### config.mk
export PLATFORM = sky130hd
export DESIGN_NAME = tx_fifo_rs232
export DESIGN_NICKNAME = d
export VERILOG_FILES = /design/src/rtl/tx_fifo_rs232.sv
export SDC_FILE = /design/constraint.sdc
export NUM_CORES = 1
export LEC_CHECK = 0
export BUFFER_PORTS_ARGS = -buffer_cell sky130_fd_sc_hd__buf_2
export CORE_MARGIN = 2
export CORE_UTILIZATION = 55
export DETAILED_ROUTE_END_ITERATION = 7
export PLACE_DENSITY_LB_ADDON = 0.1
export SLEW_MARGIN = 20
export SYNTH_ARGS = -nofsm -noshare
export SYNTH_HDL_FRONTEND = slang
export SYNTH_SLANG_ARGS = --single-unit
### constraint.sdc
create_clock -name clk_s -period 3 [get_ports clk_s]
set_input_delay 0.45 -clock clk_s [delete_from_list [all_inputs] [get_ports clk_s]]
set_output_delay 0.45 -clock clk_s [all_outputs]
set_load 0.02 [all_outputs]
### src/rtl/tx_fifo_rs232.sv
// Byte FIFO in front of a tx_rs232 transmitter: one send pulse per completed frame.
// Optional macro TX_FIFO_GAP_EN inserts GAP_CYC idle cycles after every frame.
module tx_fifo_rs232 #(
  parameter int DEPTH   = 16,
  parameter int AW      = 4,
  parameter int GAP_CYC = 16
) (
  input  logic        clk_s,
  input  logic        rst_s,
  input  logic [7:0]  iDATA,
  input  logic        iWR,
  output logic [7:0]  oTX_DATA,
  output logic        oTX_SEND,
  input  logic        iTX_FINISH,
  output logic        oFULL,
  output logic        oEMPTY,
  output logic [AW:0] oCOUNT,
  output logic        oOVF
);

  localparam logic [AW:0] FULL_CNT = (AW+1)'(DEPTH);

`ifdef TX_FIFO_GAP_EN
  typedef enum logic [1:0] {IDLE, WAIT, GAP} state_t;
  localparam int GW = (GAP_CYC > 1) ? $clog2(GAP_CYC) : 1;
  logic [GW-1:0] gap_q;
`else
  typedef enum logic {IDLE, WAIT} state_t;
  logic unused_gap;
  assign unused_gap = (GAP_CYC == 0);
`endif

  logic [7:0]    mem [DEPTH];
  logic [AW-1:0] wptr_q, rptr_q;
  logic [AW:0]   count_q, count_d;
  state_t        state_q;
  logic [7:0]    data_q;
  logic          send_q, full_q, empty_q, ovf_q;
  logic          pop, wr_acc;

  // The pop decision uses only registered state, so a write is never forwarded in the same cycle.
  assign pop    = (state_q == IDLE) && (count_q != '0);
  assign wr_acc = iWR && (!full_q || pop);

  always_comb begin
    count_d = count_q;
    if (wr_acc && !pop)
      count_d = count_q + 1'b1;
    else if (pop && !wr_acc)
      count_d = count_q - 1'b1;
  end

  always_ff @(posedge clk_s) begin
    if (wr_acc && !rst_s)
      mem[wptr_q] <= iDATA;
  end

  always_ff @(posedge clk_s) begin
    if (rst_s) begin
      state_q <= IDLE;
      wptr_q  <= '0;
      rptr_q  <= '0;
      count_q <= '0;
      full_q  <= 1'b0;
      empty_q <= 1'b1;
      ovf_q   <= 1'b0;
      send_q  <= 1'b0;
      data_q  <= 8'h00;
`ifdef TX_FIFO_GAP_EN
      gap_q   <= '0;
`endif
    end else begin
      count_q <= count_d;
      full_q  <= (count_d == FULL_CNT);
      empty_q <= (count_d == '0);
      send_q  <= 1'b0;
      if (wr_acc)
        wptr_q <= wptr_q + 1'b1;
      if (iWR && !wr_acc)
        ovf_q <= 1'b1;
      unique case (state_q)
        IDLE: begin
          if (pop) begin
            data_q  <= mem[rptr_q];
            rptr_q  <= rptr_q + 1'b1;
            send_q  <= 1'b1;
            state_q <= WAIT;
          end
        end
        WAIT: begin
          // A finish coinciding with our own send pulse belongs to an older frame.
          if (iTX_FINISH && !send_q) begin
`ifdef TX_FIFO_GAP_EN
            state_q <= GAP;
            gap_q   <= '0;
`else
            state_q <= IDLE;
`endif
          end
        end
`ifdef TX_FIFO_GAP_EN
        GAP: begin
          if (gap_q == GW'(GAP_CYC - 1)) begin
            state_q <= IDLE;
            gap_q   <= '0;
          end else begin
            gap_q <= gap_q + 1'b1;
          end
        end
`endif
        default: state_q <= IDLE;
      endcase
    end
  end

  assign oTX_DATA = data_q;
  assign oTX_SEND = send_q;
  assign oFULL    = full_q;
  assign oEMPTY   = empty_q;
  assign oCOUNT   = count_q;
  assign oOVF     = ovf_q;

endmodule

==> run metrics <==
worst reg-to-reg setup slack=0.41 ns; Synth Cell Area=roughly 6000 sq um; Worst-path clk slew=0.06 ns; Residual DRC=0; syn nets=382; Hold EP=state_q; first-pass GRT wire length=18.6 mm; initial antenna violation count=0; grt met3 use=6.52%; dominant cells by area after synthesis=edfxtp_1, mux4_2, dfxtp_1; Die W=109 um; RSZ-0062 raised after global routing=no; slew of the pin with the lowest slew margin=0.661 ns; hpwl dp=7.90 mm; H-tree Lvls=4; CP peak stage delay=around 0.55 ns; Die Y-Extent=109 um; CTS Sinks=154; status=completed; Clock Root Buffer=clkbuf_8; layout cell share with drive strength beyond 1=between 20% and 30%; hold depth=4; Synthesis Warnings=0; power per cell area=874 nW/um^2; final hold vios=0; pin count of the biggest net entering global routing=36; Yosys top cell by area=edfxtp_1; vias in the first global route=3217; Slowest-stage cell, CP=nor2_1; crit path cell chain=inv_1 > ha_1 > or4b_4 > a21oi_1 > nor3_1 > nand2_1 > nor2_1; Starting Density=56.2%; total wire length after detailed routing=12.0 mm; hold_buf cts=0; final std cells w/o fill=~560; IO Port Bufs=28; asr flop ratio synth=0%; reg2reg path depth=7; WS Path Type=reg -> reg; register bit total from synthesis=~150; Layout Nets=426; most used routing layer=met1; FP Rows=38; n_diodes=0; Core Footprint=around 11000 sq um; EDFF count, synth=128; Slew HR=around 56%; Synth Instances=362; count of final setup violators=0; Pleak=2.38 nW; Avg Cell Area, Syn=16.8 sq um; crit path DAT=around 2.8 ns; Placed Area=6460 sq um; final slew viol count=0; clk_skew=~0.0079 ns; antenna-violating nets left=0; GP Congestion=around 0.83; Worst Setup Start Kind=flip-flop; Worst Path Buf+Inv=1; maximum VDD drop=0.550 mV; Netlist cell types=37; met2 usage=33.0%; GR Util All Layers=22.4%; Design Area, Final=7030 sq um; total clock buffers created by CTS=17; min Tclk post-route=about 2.6 ns; Worst Path Max Fanout=8; drt wl/cell=21.6 um; met1 GRT Util=33.1%; clock network latency to the later pin of the worst-skew pair=approximately 0.53 ns; CTS tree=built; CTS max path bufs=2; FF-to-FF End=mem[5][1]; Data required, critical path=~3.2 ns; Synth top area share=around 63%; First DRT Iteration DRCs=386; Hold Crit Start=iTX_FINISH; GRT overflow=0; Min Hold Slack=0.270 ns; full die area=11900 sq um; IO Count=29; Primary FF master, synth=edfxtp_1; Synth top cells by count=edfxtp_1, nor2_1, mux4_2, dfxtp_1, a21oi_1; Crit. End Element=flip-flop; most common cell in the netlist=edfxtp_1; DR vias=3235; post-CTS setup buffers=0; cts repair resizes=0; Cells after DPL=527; Hold Crit Class=in -> reg; final period utilization=~86%; FMAX=roughly 390 MHz; CP top delay family=simple AND/OR/NAND/NOR gates; TritonRoute pass-1 iters=4; Worst R2R Start=oCOUNT[0]; setup_tns=0 ns; vias per inst=5.81; Layout area overhead=15.4%; register area share after synthesis=a little over 70%; max-cap violation count=0
-- power breakdown --
| part | switching (W) | internal, W | leakage (nW) |
|---|---|---|---|
| registers | 0.000148 | 0.00245 | 1.37 |
| logic | 0.000847 | 0.000645 | 0.740 |
| clock network | 0.000790 | 0.00125 | 0.273 |
| total | 0.00179 | 0.00435 | 2.38 |
-- tightest hold or removal path, stage by stage --
cell	delay [ns]
buf_2	0.07
inv_1	0.03
o21ai_0	0.13
a21oi_1	0.06
-- worst max-delay path by stage --
stage	start	end	slack, ns	cells past startpoint
5_1_grt	oCOUNT[0]	mem[7][2]	0.08	7
6_report	oCOUNT[0]	mem[5][1]	0.41	7
3_5_place_dp	oCOUNT[0]	mem[5][0]	0.42	7
3_3_place_gp	oCOUNT[0]	mem[5][4]	0.49	7
2_1_floorplan	oCOUNT[0]	mem[0][0]	0.42	7
4_1_cts	oCOUNT[0]	mem[5][5]	0.41	7
-- area by class of cell --
class                           count  area (sq um)
Inverter                            8          30.0
Clock inverter                     12           151
Sequential cell                   154          4370
Clock buffer                       18           418
Timing Repair Buffer               45           280
Multi-Input combinational cell    180          1610
Fill cell                         756          3810
Tap cell                          140           175
-- routing by layer --
metal	routed length (um)	vias to the layer above
met4	160	0
met2	5580	107
met1	5420	1625
met3	849	11
li1	-	1492
met5	0	-
-- stage by stage --
stage	utilization [%]	total power, W	setup slack (ns)
floorplan	-	0.00373	0.417
global placement	59.6	0.00412	0.492
detailed placement	59.6	0.00414	0.421
CTS	64.8	0.00620	0.408
global route	64.8	0.00643	0.0802
finish	64.8	0.00614	0.409
-- layout by cell type (no fill, tap or decap), types with 11 or more instances in the layout --
master / count
edfxtp_1: 128
nor2_1: 40
mux4_2: 32
buf_2: 28
dfxtp_1: 25
a21oi_1: 23
a22oi_1: 16
clkbuf_16: 16
buf_4: 16
nand2_1: 11
-- logic make-up after synthesis --
logic type | after synthesis | synth area share [%]
xor+xnor | 8 | 1.15
fa+ha+maj | 8 | 1.64
compound gates | 52 | 5.38
buf+inv | 28 | 1.95
flops | 154 | 71.7
mux | 32 | 11.8
simple gates | 80 | 6.39
-- flip-flops by register name, indices dropped and copies added, names as in the netlist --
register,flops
oOVF,1
mem,128
oFULL,1
wptr_q,4
oTX_SEND,1
oTX_DATA,8
oEMPTY,1
state_q,1
rptr_q,4
oCOUNT,5
No activity file was read; power rests on OpenSTA's default activity.
